--- src/rtl/cmp_pkg.sv ---
// Shared types and constants for the compare issue path.
// Used by the operand issue stage and the compare unit.
package cmp_pkg;

   localparam int DATA_W     = 32;
   localparam int REG_N      = 32;
   localparam int REG_ADDR_W = 5;
   localparam int IMM_W      = 12;

   localparam logic [1:0] OP_SIGNED   = 2'b00;
   localparam logic [1:0] OP_UNSIGNED = 2'b01;

   localparam logic [DATA_W-1:0] CMP_FALSE = '0;
   localparam logic [DATA_W-1:0] CMP_TRUE  = DATA_W'(1);

   typedef struct packed {
      logic [DATA_W-1:0]     op_a;
      logic [DATA_W-1:0]     op_b;
      logic [1:0]            opcode;
      logic [REG_ADDR_W-1:0] rd;
   } issue_t;

   typedef enum logic [1:0] {
      OCC_EMPTY = 2'd0,
      OCC_ONE   = 2'd1,
      OCC_FULL  = 2'd2
   } occ_e;

   function automatic logic [DATA_W-1:0] sext_imm(
      input logic [IMM_W-1:0] imm
   );
      return {{(DATA_W-IMM_W){imm[IMM_W-1]}}, imm};
   endfunction

endpackage

--- src/rtl/cmp_operand_issue_if.sv ---
// Decode-side and compare-side handshake bundle.
// master = upstream/consumer side, slave = issue stage.
interface cmp_operand_issue_if;
   import cmp_pkg::*;

   logic                  in_valid_i;
   logic                  in_ready_o;
   logic [REG_ADDR_W-1:0] in_rs1_i;
   logic [REG_ADDR_W-1:0] in_rs2_i;
   logic [IMM_W-1:0]      in_imm_i;
   logic                  in_use_imm_i;
   logic [1:0]            in_opcode_i;
   logic [REG_ADDR_W-1:0] in_rd_i;

   logic                  out_valid_o;
   logic                  out_ready_i;
   logic [DATA_W-1:0]     op_a_o;
   logic [DATA_W-1:0]     op_b_o;
   logic [1:0]            opcode_o;
   logic [REG_ADDR_W-1:0] rd_o;

   modport master (
      output in_valid_i, in_rs1_i, in_rs2_i, in_imm_i,
      output in_use_imm_i, in_opcode_i, in_rd_i, out_ready_i,
      input  in_ready_o, out_valid_o, op_a_o, op_b_o,
      input  opcode_o, rd_o
   );

   modport slave (
      input  in_valid_i, in_rs1_i, in_rs2_i, in_imm_i,
      input  in_use_imm_i, in_opcode_i, in_rd_i, out_ready_i,
      output in_ready_o, out_valid_o, op_a_o, op_b_o,
      output opcode_o, rd_o
   );

endinterface

--- src/rtl/cmp_regfile.sv ---
// 32x32 register file, two async read ports with write bypass.
// x0 is hardwired to zero.
module cmp_regfile
   import cmp_pkg::*;
(
   input  logic                  clk_i,
   input  logic                  rst_n_i,
   input  logic                  we_i,
   input  logic [REG_ADDR_W-1:0] waddr_i,
   input  logic [DATA_W-1:0]     wdata_i,
   input  logic [REG_ADDR_W-1:0] raddr_a_i,
   output logic [DATA_W-1:0]     rdata_a_o,
   input  logic [REG_ADDR_W-1:0] raddr_b_i,
   output logic [DATA_W-1:0]     rdata_b_o
);

   logic [DATA_W-1:0] regs_q [REG_N];
   logic              wr_en;

   assign wr_en = we_i && (waddr_i != '0);

   // Write port; x0 is never written so it stays zero.
   always_ff @(posedge clk_i or negedge rst_n_i) begin
      if (!rst_n_i) begin
         for (int i = 0; i < REG_N; i++) begin
            regs_q[i] <= '0;
         end
      end else if (wr_en) begin
         regs_q[waddr_i] <= wdata_i;
      end
   end

   // Read ports: x0 first, then same-cycle bypass, then array.
   always_comb begin
      rdata_a_o = regs_q[raddr_a_i];
      rdata_b_o = regs_q[raddr_b_i];
      if (raddr_a_i == '0) begin
         rdata_a_o = '0;
      end else if (wr_en && (waddr_i == raddr_a_i)) begin
         rdata_a_o = wdata_i;
      end
      if (raddr_b_i == '0) begin
         rdata_b_o = '0;
      end else if (wr_en && (waddr_i == raddr_b_i)) begin
         rdata_b_o = wdata_i;
      end
   end

endmodule

--- src/rtl/cmp_operand_issue.sv ---
// Operand issue stage feeding the compare unit.
// Output register plus one-entry skid, operands captured at accept.
module cmp_operand_issue
   import cmp_pkg::*;
(
   input  logic                  clk_i,
   input  logic                  rst_n_i,
   input  logic                  flush_i,
   input  logic                  wb_we_i,
   input  logic [REG_ADDR_W-1:0] wb_addr_i,
   input  logic [DATA_W-1:0]     wb_data_i,
   cmp_operand_issue_if.slave    bus
);

   occ_e              state_q;
   issue_t            out_q;
   issue_t            skid_q;
   issue_t            new_w;
   logic [DATA_W-1:0] rs1_val;
   logic [DATA_W-1:0] rs2_val;
   logic              in_ready;
   logic              in_xfer;
   logic              out_xfer;

   cmp_regfile u_rf (
      .clk_i     (clk_i),
      .rst_n_i   (rst_n_i),
      .we_i      (wb_we_i),
      .waddr_i   (wb_addr_i),
      .wdata_i   (wb_data_i),
      .raddr_a_i (bus.in_rs1_i),
      .rdata_a_o (rs1_val),
      .raddr_b_i (bus.in_rs2_i),
      .rdata_b_o (rs2_val)
   );

   assign new_w.op_a   = rs1_val;
   assign new_w.op_b   = bus.in_use_imm_i ? sext_imm(bus.in_imm_i)
                                          : rs2_val;
   assign new_w.opcode = bus.in_opcode_i;
   assign new_w.rd     = bus.in_rd_i;

   assign in_ready = (state_q != OCC_FULL);
   assign in_xfer  = bus.in_valid_i && in_ready && !flush_i;
   assign out_xfer = (state_q != OCC_EMPTY) && bus.out_ready_i;

   // Occupancy FSM: route accepted entries into OUT or SKID.
   always_ff @(posedge clk_i or negedge rst_n_i) begin
      if (!rst_n_i) begin
         state_q <= OCC_EMPTY;
         out_q   <= '0;
         skid_q  <= '0;
      end else if (flush_i) begin
         state_q <= OCC_EMPTY;
      end else begin
         unique case (state_q)
            OCC_EMPTY: begin
               if (in_xfer) begin
                  out_q   <= new_w;
                  state_q <= OCC_ONE;
               end
            end
            OCC_ONE: begin
               if (in_xfer && out_xfer) begin
                  out_q <= new_w;
               end else if (in_xfer) begin
                  skid_q  <= new_w;
                  state_q <= OCC_FULL;
               end else if (out_xfer) begin
                  state_q <= OCC_EMPTY;
               end
            end
            OCC_FULL: begin
               if (out_xfer) begin
                  out_q   <= skid_q;
                  state_q <= OCC_ONE;
               end
            end
            default: state_q <= OCC_EMPTY;
         endcase
      end
   end

   assign bus.in_ready_o  = in_ready;
   assign bus.out_valid_o = (state_q != OCC_EMPTY);
   assign bus.op_a_o      = out_q.op_a;
   assign bus.op_b_o      = out_q.op_b;
   assign bus.opcode_o    = out_q.opcode;
   assign bus.rd_o        = out_q.rd;

endmodule

--- src/flat_wrapper.sv ---
// flat-port wrapper written by rule: the top's interface ports become plain ports
module cmp_operand_issue_flat import cmp_pkg::*;
  (clk_i, rst_n_i, flush_i, wb_we_i, wb_addr_i, wb_data_i, bus_in_valid_i, bus_in_rs1_i, bus_in_rs2_i, bus_in_imm_i, bus_in_use_imm_i, bus_in_opcode_i, bus_in_rd_i, bus_out_ready_i, bus_in_ready_o, bus_out_valid_o, bus_op_a_o, bus_op_b_o, bus_opcode_o, bus_rd_o);
  cmp_operand_issue_if bus_i ();
  input  logic clk_i;
  input  logic rst_n_i;
  input  logic flush_i;
  input  logic wb_we_i;
  input  logic [REG_ADDR_W-1:0] wb_addr_i;
  input  logic [DATA_W-1:0] wb_data_i;
  input wire logic [$bits(bus_i.in_valid_i)-1:0] bus_in_valid_i;
  input wire logic [$bits(bus_i.in_rs1_i)-1:0] bus_in_rs1_i;
  input wire logic [$bits(bus_i.in_rs2_i)-1:0] bus_in_rs2_i;
  input wire logic [$bits(bus_i.in_imm_i)-1:0] bus_in_imm_i;
  input wire logic [$bits(bus_i.in_use_imm_i)-1:0] bus_in_use_imm_i;
  input wire logic [$bits(bus_i.in_opcode_i)-1:0] bus_in_opcode_i;
  input wire logic [$bits(bus_i.in_rd_i)-1:0] bus_in_rd_i;
  input wire logic [$bits(bus_i.out_ready_i)-1:0] bus_out_ready_i;
  output wire logic [$bits(bus_i.in_ready_o)-1:0] bus_in_ready_o;
  output wire logic [$bits(bus_i.out_valid_o)-1:0] bus_out_valid_o;
  output wire logic [$bits(bus_i.op_a_o)-1:0] bus_op_a_o;
  output wire logic [$bits(bus_i.op_b_o)-1:0] bus_op_b_o;
  output wire logic [$bits(bus_i.opcode_o)-1:0] bus_opcode_o;
  output wire logic [$bits(bus_i.rd_o)-1:0] bus_rd_o;
  assign bus_i.in_valid_i = bus_in_valid_i;
  assign bus_i.in_rs1_i = bus_in_rs1_i;
  assign bus_i.in_rs2_i = bus_in_rs2_i;
  assign bus_i.in_imm_i = bus_in_imm_i;
  assign bus_i.in_use_imm_i = bus_in_use_imm_i;
  assign bus_i.in_opcode_i = bus_in_opcode_i;
  assign bus_i.in_rd_i = bus_in_rd_i;
  assign bus_i.out_ready_i = bus_out_ready_i;
  assign bus_in_ready_o = bus_i.in_ready_o;
  assign bus_out_valid_o = bus_i.out_valid_o;
  assign bus_op_a_o = bus_i.op_a_o;
  assign bus_op_b_o = bus_i.op_b_o;
  assign bus_opcode_o = bus_i.opcode_o;
  assign bus_rd_o = bus_i.rd_o;
  cmp_operand_issue u_core (.clk_i(clk_i), .rst_n_i(rst_n_i), .flush_i(flush_i), .wb_we_i(wb_we_i), .wb_addr_i(wb_addr_i), .wb_data_i(wb_data_i), .bus(bus_i));
endmodule
--- config.mk ---
export PLATFORM = sky130hd
export DESIGN_NAME = cmp_operand_issue_flat
export DESIGN_NICKNAME = d
export VERILOG_FILES = /design/src/rtl/cmp_pkg.sv /design/src/rtl/cmp_operand_issue_if.sv /design/src/rtl/cmp_regfile.sv /design/src/rtl/cmp_operand_issue.sv /design/src/flat_wrapper.sv
export SDC_FILE = /design/constraint.sdc
export NUM_CORES = 2
export LEC_CHECK = 0
export ABC_CLOCK_PERIOD_IN_PS = 2900
export CORE_ASPECT_RATIO = 0.9
export CORE_MARGIN = 5
export CORE_UTILIZATION = 60
export DETAILED_ROUTE_END_ITERATION = 12
export HOLD_SLACK_MARGIN = 0.08
export PLACE_DENSITY = 0.77
export SLEW_MARGIN = 5
export SYNTH_ARGS = -nofsm -noshare
export SYNTH_HDL_FRONTEND = slang
export SYNTH_SLANG_ARGS = --single-unit
--- constraint.sdc ---
create_clock -name clk_i -period 2.9 [get_ports clk_i]
set_clock_uncertainty 0.1 [all_clocks]
set_input_delay 0.29 -clock clk_i [delete_from_list [all_inputs] [get_ports clk_i]]
set_output_delay 0.29 -clock clk_i [all_outputs]
set_load 0.1 [all_outputs]
# [Yosys cells after proc, flatten, opt, wreduce, memory -nomap -nowiden]
# Cells that the tools add are included.
# Widths: inputs -> output; s select.
[word_totals] input_bits=73 output_inout_bits=73 reg_bits=1168 word_cells=105
[op_classes] muxes=25 bitwise_logic=5 reduce_logical=18 magnitude_cmp=4 eq_ne=12
[ops] cell="$bwmux 1024" n=1
[ops] cell="$bmux 32 s5" n=2
[ops] cell="$mux 32" n=10
[ops] cell="$mux 71" n=3
[ops] cell="$pmux 71 s3" n=1
[ops] cell="$demux 32 s5" n=1
[ops] cell="$ge 6x6->1 const B" n=3
[ops] cell="$not 5->6" n=3
[ops] cell="$mux 2" n=6
[ops] cell="$eq 5x5->1" n=2
[ops] cell="$logic_not 5->1" n=2
[ops] cell="$logic_and 1x1->1" n=8
[ops] cell="$reduce_and 4->1" n=2
[ops] cell="$lt 6x1->1 const B" n=1
[ops] cell="$ne 2x1->1 const B" n=3
[ops] cell="$ne 3x2->1 const B" n=2
[ops] cell="$pmux 2 s3" n=1
[ops] cell="$reduce_and 5->1" n=1
[ops] cell="$reduce_bool 5->1" n=1
[ops] cell="$ne 4x2->1 const B" n=1
[ops] cell="$ne 3x3->1 const B" n=1
[ops] cell="$reduce_bool 3->1" n=1
[ops] cell="$eq 2x1->1 const B" n=1
[ops] cell="$eq 2x2->1 const B" n=1
[ops] cell="other kinds (5)" n=6

# [Depth between registers and ports, before layout]
[logic_depth] ltp_word=9 mapped_depth=11 mapped_depth_nobuf=6

# [Modules after synthesis]
# A second synthesis with hierarchy kept.
[unflattened] hier_cells=4433 hier_area_um2=62489.9
[by_module_without_submodules] mod="cmp_regfile" seq_area_each_um2=25624.6 cells_each=3929 n_inst=1 area_per_inst_um2=56008.7
[by_module_without_submodules] mod="cmp_operand_issue" seq_area_each_um2=3603.5 cells_each=504 n_inst=1 area_per_inst_um2=6481.2

# [Least setup slack after synthesis]
# Ideal clock, no wire load.
[synth_timing] path_type="reg-to-reg" startpoint="register u_core.state_q[1]" endpoint="register u_core.out_q (netlist bit u_core.bus.op_b_o[30])" path_buffers=2 slack_ns=0.450 period_less_slack_ns=2.450 t_arrival_ns=2.271 required_time_ns=2.721 setup_time_ns=0.079 stages_incl_launch_ff=7 path_cell_list="dfrtp_1 > nor2b_1 > inv_1 > clkbuf_1 > clkbuf_1 > o21ai_0 > o21ai_1"
[synth_between] elab_chain_len=6 word_cells_on_any_way=15
[synth_rtl] item="start, declared" line="cmp_operand_issue.sv:15" text="occ_e state_q;"
[synth_rtl] item="start signal, assigned" line="cmp_operand_issue.sv:50" text="state_q <= OCC_EMPTY;"
[synth_rtl] item="start signal, assigned" line="cmp_operand_issue.sv:54" text="state_q <= OCC_EMPTY;"
[synth_rtl] item="start signal, assigned" line="cmp_operand_issue.sv:60" text="state_q <= OCC_ONE;"
[synth_rtl] item="$ne 2x2->1 *" line="cmp_operand_issue.sv:43" text="assign in_ready = (state_q != OCC_FULL);"
[synth_rtl] item="net bus_in_ready_o" line="flat_wrapper.sv:19" text="output wire logic [$bits(bus_i.in_ready_o)-1:0] bus_in_ready_o;"
[synth_rtl] item="$logic_and 1x1->1 * (2 in series)" line="cmp_operand_issue.sv:44" text="assign in_xfer = bus.in_valid_i && in_ready && !flush_i;"
[synth_rtl] item="$logic_and 1x1->1" line="cmp_operand_issue.sv:64" text="if (in_xfer && out_xfer) begin"
[synth_rtl] item="$ne 2x1->1 (no source line)"
[synth_rtl] item="$reduce_and 5->1 (no source line) *"
[synth_rtl] item="end signal, assigned" line="cmp_operand_issue.sv:59" text="out_q <= new_w;"
[synth_rtl] item="end signal, assigned" line="cmp_operand_issue.sv:65" text="out_q <= new_w;"
[synth_rtl] item="end signal, assigned" line="cmp_operand_issue.sv:75" text="out_q <= skid_q;"
[synth_rtl] item="end, declared" line="cmp_operand_issue.sv:16" text="issue_t out_q;"
# The timed path passes the listed nets; every way through them passes the cells marked *.
# A chain may end at the register's enable or synchronous reset.

# [Final worst setup path]
[layout_timing] startpoint="register u_core.state_q[1]" endpoint="output bus_in_ready_o"
[layout_between] elab_chain_len=1
[layout_rtl] item="$ne 2x2->1" line="cmp_operand_issue.sv:43"
[layout_rtl] item="end, declared" line="flat_wrapper.sv:19"
# Every way passes these cells.

==> results.toml <==
[run_status]
run_status = "complete, no violations"

[route]
route.detailed.drc = 0
post_drt_via_cell_ratio = 7.33
wl_um = 210000
routed_wire_per_std_cell_um = 34.1
top_signal_layer_used = "met5"
via_count = 45144
dr_wl_met3_um = 29300
drt-initial-drc-count = 5797
number_of_antenna_violating_nets_in_the_routed_design = 0
routedLengthMet1_um = 76100
total_length_of_routed_met2_wires_um = 90500
drtPass1Iterations = 6

[global_route]
maximum_number_of_pins_on_one_net_before_global_route_repair = 99
antenna_found_initial = 7
global_route_wire_length_before_repair_um = 310000
globalRouteTotalUtil_pct = 38.4
grt_pass1_vias = 45859
gr-total-overflow = 0

[synth]
yosys-top-cells-area = "sky130_fd_sc_hd__dfrtp_1 48%, sky130_fd_sc_hd__mux2_2 16%, sky130_fd_sc_hd__mux4_2 13%"
yosys.area.top_type_share_pct = 47.7
synth-seq-cells = 1168
ys_top_cells_by_count = "1168 x sky130_fd_sc_hd__dfrtp_1, 878 x sky130_fd_sc_hd__mux2_2, 362 x sky130_fd_sc_hd__mux2i_1"
count_of_distinct_cell_types_in_the_synthesized_netlist = 73
yosys.area.top_type = "sky130_fd_sc_hd__dfrtp_1"
ys_seq_area_share_pct = 47.7
ys_warn_count = 0
post-synth-top-count-cell = "sky130_fd_sc_hd__dfrtp_1"
synth-edff-count = 0
mappedNetlistNets = 4605
asyncSetResetFlopFracSynth_pct = 100
post_synthesis_cell_area_um2 = 61300
synth_top_flop_cell = "sky130_fd_sc_hd__dfrtp_1"
post_synth.cell_area_avg_um2 = 13.5
syn-instance-count = 4532

[worst_hold_path]
hold_class = "in2reg"
min_to = "u_core.state_q[0]$_DFFE_PN0P_"
holdPathStages = 2
worstHoldStart = "flush_i"

[power_and_ir_drop]
p_leak_uw = 0.0313
maximum_vdd_drop_uv = 470
pwr_density_cell_nw_per_um2 = 712

[timing]
fin_crit_sh_pct = 88.8
max_freq_ghz = 0.389
setup-violations-final = 0
max-slew-margin-rel_pct = 21.8
setup_repair_after_global_routing_missed_its_margin = "no"
final_period_minus_worst_setup_slack_ns = 2.57
final-max-slew-violation-count = 0
tightest_slew_ns = 1.17
smallest_hold_slack_ns = 0.154
final-hold-violation-count = 0

[clock_network]
worstSkewPairLatency_ns = 0.76
cts-root-to-sink-buffers = 3
clk_root_buffer_cell = "sky130_fd_sc_hd__clkbuf_16"
post_cts_resize_count = 0
tritoncts_buffers = 131
cts_tree = "done"
clock_tree.htree_level_count = 4
cts-hold-fix-buffers = 9
postCtsSetupRepairBufs = 0
cts_clk_pin_slew_worst_paths_ns = 0.06
cts.sink_count = 1168

[critical_path]
reg2regPathDepth = 6
crit-reg2reg-launch = "u_core.u_rf.regs_q[41]$_DFFE_PN0P_"
critical_path.max_fanout = 35
critPathLaunchType = "flop"
cp-end-kind = "output port"
worstPathArrival_ns = 2.18
crit-reg2reg-capture = "u_core.skid_q[48]$_DFFE_PN0P_"
worst_r2r_setup_slack_ns = 0.53
required_ns = 2.51
worst_setup_path_startpoint = "u_core.state_q[1]$_DFFE_PN0P_"
timing.setup.critical_path_class = "reg2out"

[placed_design]
numPlacedInstances = 5909
finalWeightedCongestion = 0.924
placement.cell_area_um2 = 66300
place.port_buffers = 145
dp.final_hpwl_um = 134000

[final_layout]
fraction_of_final_layout_cells_sized_beyond_drive_strength_1_pct = 40.8
final_cells = 6155
fillerInstances = 6802
area_growth_pct = 15.4
fin_nets = 4768
finalInstanceArea_um2 = 70700

[floorplanning]
floorplan.die.height_um = 313
top_level_ports = 146
rows = 111
initial_core_util_pct = 60.3
fp.dieArea_um2 = 109000
core_um2 = 102000
die_span_in_x_um = 347

[job]
cap_viol_max_count = 0
## through the flow
stage / setup TNS [ns] / util (%) / power [uW] / worst slack [ns]
after floorplan: 0 / - / 29600 / 0.450
after global placement: -0.0726 / 65.3 / 33100 / -0.0398
after detailed placement: -0.201 / 65.3 / 33600 / -0.0917
after CTS: 0 / 69.5 / 50100 / 0.322
after global routing: 0 / 69.5 / 52100 / 0.301
final: 0 / 69.6 / 50300 / 0.326
## cells in the final DEF (no fill, tap or decap), types with 19 or more instances in the layout
cell and instances:
sky130_fd_sc_hd__dfrtp_1 1168, sky130_fd_sc_hd__mux2_2 878, sky130_fd_sc_hd__mux2i_1 362, sky130_fd_sc_hd__mux4_2 345, sky130_fd_sc_hd__buf_4 328, sky130_fd_sc_hd__nand2_1 170, sky130_fd_sc_hd__a21oi_1 143, sky130_fd_sc_hd__clkbuf_16 135
sky130_fd_sc_hd__mux2_1 128, sky130_fd_sc_hd__a22oi_1 120, sky130_fd_sc_hd__buf_12 116, sky130_fd_sc_hd__o22ai_1 82, sky130_fd_sc_hd__nor2_1 74, sky130_fd_sc_hd__clkdlybuf4s50_1 62, sky130_fd_sc_hd__nand3_1 55, sky130_fd_sc_hd__a31oi_1 51
sky130_fd_sc_hd__o221ai_1 46, sky130_fd_sc_hd__o21ai_1 43, sky130_fd_sc_hd__a211oi_1 38, sky130_fd_sc_hd__and3_1 32, sky130_fd_sc_hd__clkbuf_8 32, sky130_fd_sc_hd__clkbuf_1 31, sky130_fd_sc_hd__or3_1 24, sky130_fd_sc_hd__o21ai_0 23
sky130_fd_sc_hd__nand4_1 21, sky130_fd_sc_hd__o31ai_1 21, sky130_fd_sc_hd__nor2_4 19, sky130_fd_sc_hd__a221oi_1 19, sky130_fd_sc_hd__clkinv_2 19
## cell type report
cell class / count / area, um2 / area share (%)
timing repair buffer: 522 / 5580 / 7.89
inverter: 4 / 15.0 / 0.0212
clock buffer: 198 / 3940 / 5.57
sequential: 1168 / 29200 / 41.3
clock inverter: 33 / 312 / 0.441
antenna: 6 / 15.0 / 0.0212
tap: 1356 / 1700 / 2.40
multi-input combinational: 2868 / 29900 / 42.3
## logic make-up (layout without fill, tap and decap cells)
logic type / after synthesis / after routing / synth area share [%]
compound gates: 653 / 653 / 7.27
xor+xnor: 10 / 10 / 0.143
buf+inv: 496 / 757 / 3.88
flops: 1168 / 1168 / 47.7
mux: 1713 / 1713 / 37.1
other cells: 0 / 6 / 0
simple gates: 492 / 492 / 3.93
## worst max-delay path, cell delays in order (launching register included)
cell and delay (ns):
sky130_fd_sc_hd__dfrtp_1 0.42, sky130_fd_sc_hd__nor2b_4 0.15, sky130_fd_sc_hd__inv_2 0.31, sky130_fd_sc_hd__buf_12 0.32
sky130_fd_sc_hd__buf_12 0.22
## flip-flops by register name, summed over array words and instances (netlist names)
register	count
u_core.bus.op_a_o	32
u_core.state_q	2
u_core.bus.rd_o	5
u_core.u_rf.regs_q	1024
u_core.bus.op_b_o	32
u_core.bus.opcode_o	2
u_core.skid_q	71
## worst max path at each step
stage | to | slack (ns) | cells past startpoint
floorplan | u_core.bus.op_b_o[30]$_DFFE_PN0P_ | 0.45 | 6
detailed placement | u_core.skid_q[14]$_DFFE_PN0P_ | -0.09 | 10
global placement | u_core.bus.op_b_o[7]$_DFFE_PN0P_ | -0.04 | 10
finish | bus_in_ready_o | 0.33 | 4
CTS | bus_in_ready_o | 0.32 | 4
global route | bus_in_ready_o | 0.30 | 4
## report_power, final
group / internal [uW] / switching (uW)
registers: 19500 / 2610
clock network: 9640 / 6840
logic: 5600 / 6110
total: 34800 / 15600
## layer usage
metal	vias up	track usage, %
met5	-	0
met4	8	21.0
met3	856	15.3
met2	3345	55.5
met1	23266	50.0
li1	17669	-
Note: power is estimated with default switching activity, not from simulation.
